--- config.mk ---
export PLATFORM = sky130hd
export DESIGN_NAME = vram_port_arbiter
export DESIGN_NICKNAME = d
export VERILOG_FILES = /design/src/rtl/vram_port_arbiter.sv
export SDC_FILE = /design/constraint.sdc
export NUM_CORES = 1
export LEC_CHECK = 0
export ABC_AREA = 0
export CAP_MARGIN = 25
export CORE_ASPECT_RATIO = 1.25
export CORE_MARGIN = 5
export CORE_UTILIZATION = 35
export CTS_BUF_LIST = sky130_fd_sc_hd__clkbuf_16
export DETAILED_ROUTE_END_ITERATION = 12
export GPL_TIMING_DRIVEN = 0
export PLACE_DENSITY_LB_ADDON = 0.05
export SYNTH_ARGS = -nofsm -noshare
export SYNTH_HDL_FRONTEND = slang
export SYNTH_SLANG_ARGS = --single-unit
--- constraint.sdc ---
create_clock -name clk -period 6.33 [get_ports clk]
set_clock_uncertainty 0.05 [all_clocks]
set_input_delay 1.266 -clock clk [delete_from_list [all_inputs] [get_ports clk]]
set_output_delay 1.266 -clock clk [all_outputs]
set_load 0.01 [all_outputs]
--- src/rtl/vram_port_arbiter.sv ---
// Shares one single-port video RAM between the CPU load/store port and a FIFO-buffered
// camera pixel write stream. CPU has priority, bounded by a starvation limit and FIFO-full.
module vram_port_arbiter #(
  parameter int unsigned DATA_W     = 32,
  parameter int unsigned ADDR_W     = 16,
  parameter int unsigned FIFO_DEPTH = 8,
  parameter int unsigned STARVE_MAX = 4
) (
  input  logic                          clk,
  input  logic                          reset,
  // CPU data port
  input  logic                          cpu_req,
  input  logic                          cpu_we,
  input  logic [ADDR_W-1:0]             cpu_addr,
  input  logic [DATA_W-1:0]             cpu_wdata,
  output logic                          cpu_stall,
  output logic [DATA_W-1:0]             cpu_rdata,
  output logic                          cpu_rvalid,
  // Camera pixel write stream
  input  logic                          cam_valid,
  output logic                          cam_ready,
  input  logic [ADDR_W-1:0]             cam_addr,
  input  logic [DATA_W-1:0]             cam_data,
  // RAM side
  output logic [ADDR_W-1:0]             ram_addr,
  output logic [DATA_W-1:0]             ram_wdata,
  output logic                          ram_we,
  input  logic [DATA_W-1:0]             ram_q,
  output logic [$clog2(FIFO_DEPTH):0]   fifo_level
);

  localparam int unsigned PtrW = $clog2(FIFO_DEPTH);
  localparam int unsigned CntW = $clog2(STARVE_MAX + 1);

  localparam logic [PtrW:0]   LevelFull = FIFO_DEPTH[PtrW:0];
  localparam logic [CntW-1:0] StarveMax = STARVE_MAX[CntW-1:0];

  // Camera FIFO storage (no reset needed: occupancy is tracked by the level)
  logic [ADDR_W-1:0] addr_mem [FIFO_DEPTH];
  logic [DATA_W-1:0] data_mem [FIFO_DEPTH];

  logic [PtrW-1:0] wr_ptr_q, wr_ptr_d;
  logic [PtrW-1:0] rd_ptr_q, rd_ptr_d;
  logic [PtrW:0]   level_q, level_d;
  logic [CntW-1:0] starve_q, starve_d;
  logic            rvalid_q, rvalid_d;
  logic [DATA_W-1:0] rdata_q, rdata_d;

  logic fifo_empty;
  logic fifo_full;
  logic push;
  logic pop;
  logic cam_grant;
  logic cpu_grant;

  // ---------------------------------------------------------------------------
  // FIFO status and handshake
  // ---------------------------------------------------------------------------
  always_comb begin
    fifo_empty = (level_q == '0);
    fifo_full  = (level_q == LevelFull);
    // Ready depends on level only, so a same-cycle pop never frees a slot early.
    cam_ready  = !fifo_full;
    push       = cam_valid && cam_ready;
  end

  // ---------------------------------------------------------------------------
  // Arbitration
  // ---------------------------------------------------------------------------
  always_comb begin
    cam_grant = !fifo_empty && (fifo_full || (starve_q == StarveMax) || !cpu_req);
    cpu_grant = cpu_req && !cam_grant;
    pop       = cam_grant;
    cpu_stall = cpu_req && !cpu_grant;
  end

  // ---------------------------------------------------------------------------
  // RAM drive
  // ---------------------------------------------------------------------------
  always_comb begin
    ram_addr  = cpu_addr;
    ram_wdata = cpu_wdata;
    ram_we    = 1'b0;
    if (cam_grant) begin
      ram_addr  = addr_mem[rd_ptr_q];
      ram_wdata = data_mem[rd_ptr_q];
      ram_we    = 1'b1;
    end else if (cpu_grant) begin
      ram_we    = cpu_we;
    end
  end

  // ---------------------------------------------------------------------------
  // Next-state logic
  // ---------------------------------------------------------------------------
  always_comb begin
    wr_ptr_d = wr_ptr_q;
    rd_ptr_d = rd_ptr_q;
    level_d  = level_q;

    if (push) begin
      wr_ptr_d = wr_ptr_q + 1'b1;
    end
    if (pop) begin
      rd_ptr_d = rd_ptr_q + 1'b1;
    end

    if (push && !pop) begin
      level_d = level_q + 1'b1;
    end else if (pop && !push) begin
      level_d = level_q - 1'b1;
    end
  end

  always_comb begin
    starve_d = starve_q;
    if (fifo_empty || cam_grant) begin
      starve_d = '0;
    end else if (cpu_grant && (starve_q != StarveMax)) begin
      starve_d = starve_q + 1'b1;
    end
  end

  // Load data is returned by the RAM the cycle after the grant; keep the last value.
  always_comb begin
    rvalid_d   = cpu_grant && !cpu_we;
    rdata_d    = rvalid_q ? ram_q : rdata_q;
    cpu_rvalid = rvalid_q;
    cpu_rdata  = rvalid_q ? ram_q : rdata_q;
    fifo_level = level_q;
  end

  // ---------------------------------------------------------------------------
  // State registers
  // ---------------------------------------------------------------------------
  always_ff @(posedge clk or negedge reset) begin
    if (!reset) begin
      wr_ptr_q <= '0;
      rd_ptr_q <= '0;
      level_q  <= '0;
      starve_q <= '0;
      rvalid_q <= 1'b0;
      rdata_q  <= '0;
    end else begin
      wr_ptr_q <= wr_ptr_d;
      rd_ptr_q <= rd_ptr_d;
      level_q  <= level_d;
      starve_q <= starve_d;
      rvalid_q <= rvalid_d;
      rdata_q  <= rdata_d;
    end
  end

  always_ff @(posedge clk) begin
    if (push) begin
      addr_mem[wr_ptr_q] <= cam_addr;
      data_mem[wr_ptr_q] <= cam_data;
    end
  end

endmodule

==> impl_metrics.ini, run 1 <==
[synth]
synth_top_cell_by_area = edfxtp_1
synth_cells = 813
netlist.area_leader.share = 0.684
synth_edf_count = 384
yosysUniqueCellTypes = 32
synth_ff_type = edfxtp_1
syn-num-nets = 954
ys_warn_count = 0
synth_area_sq_um = 16900
ys_ff_latch = 430
synth.top_cells.by_area = edfxtp_1 (68%), mux4_2 (13%), dfrtp_1 (6.8%)
syn_avg_cell_area_sq_um = 20.7
async_flop_share = 0.107
synth-seq-area-share = 0.752

[clock_network]
cts-root-buf = clkbuf_16
postCtsHoldBufs = 0
h-tree-depth = 2
post_cts_resized = 0
cts_buffers = 45
cts_tree = built
clock_path_buffers = 3
clk_latency_ns = 0.53
post_cts_buffers = 0
clk_pin_slew_worst_paths_ns = 0.06
clkSinkCount = 430

[layout]
fin_util = 0.453
nets = 1259
layout-drive-gt1-share = 0.238
fill_cells = 4243
diodes = 0
area_growth_pct = 29.0

[job]
cap_violations = 0

[drt]
drt_wl_total_um = 40000
post_drt_wl_per_cell_um = 22.3
drt.antenna.violating_nets = 0
num_vias = 8651
first_iter_violations = 369
drc_errors = 0
viasPerCell = 4.82
drt_pass1_iterations = 5

[critical_path]
critPathRequiredTime_ns = 5.01
ff2ff_path_depth = 10
crit_top_cell = clkdlybuf4s50_1
end_kind = primary output
critPathMaxFanout = 10
slowest_delay_ns = 0.58
crit_buf_inv = 4
crit_cells = 7
worstPathCellList = clkdlybuf4s50_1 > a31o_2 > buf_6 > buf_2 > nand2_1 > o21ai_1 > clkdlybuf4s50_1
critPathTopFamily = buffers and inverters
setup.worst_path.class = primary input to primary output
crit_slowest_cell = clkdlybuf4s50_1
critPathArrivalTime_ns = 3.49
startpoint_type = primary input

[place]
post-dp-hpwl_um = 27200
port_buffers = 220
place.gp.congestion = 0.667

[power_and_ir_drop]
power.leakage_nw = 7.38
combPwrFrac = 0.377
p_int_mw = 6.87
p_per_area_nw_per_um2 = 456
clkPwrFrac = 0.244
switching_share = 0.306
ir_drop_mv = 0.188
p_seq_frac = 0.379
power_switching_mw = 3.04

[global_routing]
grt_max_degree = 35
grt_pass1_wl_um = 60100
grt.total_usage = 0.152
overflow = 0
grt_pass1_vias = 9198
antenna_found_initial = 1

[worst_hold_path]
hp-class = register to register
whs_path_depth = 1

[floorplanning]
die_w_um = 206
start_util = 0.351
io_pins = 221
design.die.area_sq_um = 52700
die_y_um = 255
core_sq_um = 48000
fp-row-count = 90

[timing]
period_needed_ns = 4.80
relSlewSlack = 0.334
timing_hold_violations_final = 0
timing.fmax_mhz = 208
setup_viol = 0
slew_viol_final = 0
hold-worst-slack_ns = 0.415
fin_crit_sh = 0.759
worst_slew_pin_slew_ns = 0.998
grt_setup_unrepaired = no

[outcome]
status = completed
==> area by class of cell <==
type	instances	area [sq um]	share of cell area
flip-flops and latches	430	12700	0.583
multi-input cells	332	3940	0.181
repair buffers	258	2690	0.124
clock buffers	45	1130	0.0518
well taps	644	806	0.0370
plain buffers	44	267	0.0123
clock inverters	36	215	0.00989
inverters	7	26.3	0.00121
==> layer usage <==
layer | track usage | vias to the layer above | part of all wire
met5 | 0 | - | 0.00017
met4 | 0.0353 | 2 | 0.017
met3 | 0.0317 | 50 | 0.058
met2 | 0.254 | 229 | 0.50
met1 | 0.206 | 4463 | 0.43
li1 | - | 3907 | -
==> flip-flops by register name, summed over array words and instances, names as in the netlist <==
register,flops
data_mem,256
wr_ptr_q,3
addr_mem,128
cpu_rvalid,1
starve_q,3
fifo_level,4
rdata_q,32
rd_ptr_q,3
==> cell usage after synthesis, types with 2 or more instances <==
cell type,count
inv_1,7
o21ai_0,10
xnor2_1,4
nor4_1,2
buf_2,15
nor2_1,8
clkbuf_1,13
buf_1,5
o21ai_2,8
xor2_1,2
mux4_2,96
buf_6,11
nor3_1,8
nand2_1,59
edfxtp_1,384
ha_1,7
o21ai_1,32
nand2b_1,2
mux2i_1,49
dfrtp_1,46
mux2_2,34
==> worst paths after layout <==
| check | from | slack (ns) | end |
|---|---|---|---|
| worst max-delay path | cpu_req | 1.53 | ram_wdata[27] |
| worst min-delay path | starve_q[0] | 0.41 | starve_q[0] |
| worst max register to register | fifo_level[1] | 3.07 | fifo_level[3] |
| worst min register to register | starve_q[0] | 0.41 | starve_q[0] |
| max in group asynchronous | reset | 5.15 | rdata_q[11] |
| min in group asynchronous | reset | 0.58 | fifo_level[2] |
==> metrics by stage <==
step	setup TNS, ns	setup WS, ns	power, mW	cell area, sq um	instances
detailed placement	0	1.46	7.68	20400	1715
global route	0	1.39	10.5	21700	1796
floorplan	0	0.857	5.94	16900	813
finish	0	1.53	9.91	21700	1796
CTS	0	1.45	10.1	21700	1796
global placement	-927.78	-3.93	7.58	19900	1677
==> cells in the final DEF (no fill, tap or decap), types with 10 or more instances in the layout <==
cell and instances:
o21ai_0 10, dfrtp_1 46, buf_2 16, clkbuf_1 13, edfxtp_1 384, clkinv_1 16, o21ai_1 32, clkinv_2 10
mux4_2 96, mux2i_1 49, buf_6 41, clkbuf_16 45, nand2_1 59, clkdlybuf4s50_1 219, mux2_2 34, inv_1 12
==> power groups by stage <==
| stage | registers, mW | logic, mW | clock network (mW) |
|---|---|---|---|
| 6_report | 3.75 | 3.73 | 2.42 |
| 5_1_grt | 3.80 | 4.06 | 2.64 |
| 4_1_cts | 3.76 | 3.87 | 2.51 |
| 2_1_floorplan | 3.81 | 2.13 | 0 |
| 3_5_place_dp | 3.82 | 3.86 | 0 |
| 3_3_place_gp | 3.89 | 3.69 | 0 |
==> logic make-up after synthesis <==
| group | Yosys count | share of synthesized area |
|---|---|---|
| buffers and inverters | 51 | 0.0174 |
| AND/OR/NAND/NOR | 82 | 0.0199 |
| multiplexers | 180 | 0.181 |
| AO/OA/AOI/OAI | 55 | 0.0189 |
| adder cells (fa/ha/maj) | 8 | 0.00638 |
| XOR/XNOR | 7 | 0.00408 |
| flip-flops | 430 | 0.752 |
Power figures use the tool's default switching activity.
==> run 2: changes to the inputs <==
==> constraint.sdc (replaced) <==
create_clock -name clk -period 4.98 [get_ports clk]
set_clock_uncertainty 0.05 [all_clocks]
set_input_delay 0.996 -clock clk [delete_from_list [all_inputs] [get_ports clk]]
set_output_delay 0.996 -clock clk [all_outputs]
set_load 0.01 [all_outputs]
==> impl_metrics.ini, run 2 (synthesis gave the netlist of run 1 again) <==
[layout]
final_common_cell = edfxtp_1
area_growth_pct = 29.7
layout_common_cells = edfxtp_1 (384), clkdlybuf4s50_1 (219), mux4_2 (96)
nets = 1256
regMostFlops = data_mem
fill_cells = 4176
design_area_sq_um = 21900
largest_register_ffs = 256
top_regs = data_mem x256, addr_mem x128, rdata_q x32
layout-drive-gt1-share = 0.236

[power_and_ir_drop]
power.leakage_nw = 7.43
p_int_mw = 8.86
combPwrFrac = 0.375
p_per_area_nw_per_um2 = 585
power_switching_mw = 3.93
switching_share = 0.308
clkPwrFrac = 0.251
p_seq_frac = 0.373
ir_drop_mv = 0.238

[place]
port_buffers = 220
detailedPlace.worstSlack_ns = 0.590
post-dp-hpwl_um = 27800
dpl_cell_area_sq_um = 20500
place.gp.congestion = 0.670

[timing]
hold-worst-slack_ns = 0.266
worst_slack_ns = 0.639
relSlewSlack = 0.306
timing.fmax_mhz = 230
fin_crit_sh = 0.872
grt_setup_unrepaired = no
worst_slew_pin_slew_ns = 1.04
period_needed_ns = 4.34
slew_viol_final = 0
setup_viol = 0
timing_hold_violations_final = 0

[clock_network]
cts-root-buf = clkbuf_16
postCtsHoldBufs = 0
cts_buffers = 45
post_cts_buffers = 0
clock_path_buffers = 3
cts_tree = built
clkSinkCount = 430
clk_latency_ns = 0.57
h-tree-depth = 2
post_cts_resized = 0
clk_pin_slew_worst_paths_ns = 0.06

[global_routing]
grt.total_usage = 0.156
grt_pass1_wl_um = 61000
antenna_found_initial = 3
grt_pass1_vias = 9260
overflow = 0
grt_max_degree = 36

[critical_path]
critPathArrivalTime_ns = 3.30
setup.worst_path.class = primary input to primary output
end_kind = primary output
startpoint_type = primary input
critPathMaxFanout = 10
critPathRequiredTime_ns = 3.93

[floorplanning]
core_sq_um = 48000
io_pins = 221
die_y_um = 255
design.die.area_sq_um = 52700
die_w_um = 206
fp-row-count = 90
start_util = 0.351

[drt]
first_iter_violations = 511
drc_errors = 0
viasPerCell = 4.84
post_drt_wl_per_cell_um = 22.9
drt.antenna.violating_nets = 0
drt_pass1_iterations = 6
num_vias = 8671
drt_wl_total_um = 41000

[worst_hold_path]
hp-class = primary input to async pin

[outcome]
status = completed

[job]
cap_violations = 0
## run 2: cell count changes in the layout (fill, tap and decap cells not counted), sizes merged
| cell | before | now |
|---|---|---|
| clkinv | 27 | 14 |
| bufinv | 2 | 4 |
| inv | 14 | 20 |
| clkinvlp | 0 | 2 |
| buf | 70 | 67 |
| diode | 0 | 1 |
## run 2: path summary, 6_finish.rpt
kind	end	cells after the start	slack, ns	startpoint
min reg2reg	starve_q[0]	1	0.41	starve_q[0]
min in group clk	starve_q[0]	1	0.41	starve_q[0]
min	wr_ptr_q[2]	1	0.27	reset
max in group asynchronous	rdata_q[14]	2	4.09	reset
max reg2reg	fifo_level[3]	10	1.75	fifo_level[2]
max	ram_wdata[8]	5	0.64	cpu_req
## run 2: per-layer routing
metal,vias up,share of wire,global-route usage
li1,3896,-,-
met1,4484,0.45,0.218
met2,229,0.47,0.248
met3,58,0.058,0.0327
met4,4,0.019,0.0447
met5,-,0.00066,0
## run 2: critical path, cell delays in order
cell and delay, ns:
clkdlybuf4s50_1 0.55, a31o_2 0.33, clkbuf_1 0.61, o21ai_1 0.25
clkdlybuf4s50_1 0.54
## run 2: power groups by stage
stage	sequential (mW)	combinational, mW	clock, mW
6_report	4.78	4.80	3.21
5_1_grt	4.84	5.21	3.48
4_1_cts	4.79	4.98	3.33
3_5_place_dp	4.86	4.96	0
3_3_place_gp	4.93	4.73	0
2_1_floorplan	4.84	2.71	0
## run 2: layout make-up
| class | count | area, sq um | area share |
|---|---|---|---|
| clock inverter | 33 | 274 | 0.0125 |
| clock buffer | 45 | 1130 | 0.0515 |
| sequential | 430 | 12700 | 0.580 |
| tap | 644 | 806 | 0.0369 |
| multi-input combinational | 332 | 3940 | 0.180 |
| buffer | 44 | 267 | 0.0122 |
| antenna | 1 | 2.50 | 0.000114 |
| timing repair buffer | 255 | 2730 | 0.125 |
| inverter | 7 | 26.3 | 0.00120 |
## run 2: stage by stage
step	util	power [mW]	instances	TNS, ns
finish	0.456	12.8	1791	0
CTS	0.456	13.1	1790	0
global placement	0.414	9.67	1677	-1217.50
detailed placement	0.426	9.82	1712	0
floorplan	-	7.55	813	-4.03
global route	0.456	13.5	1790	0
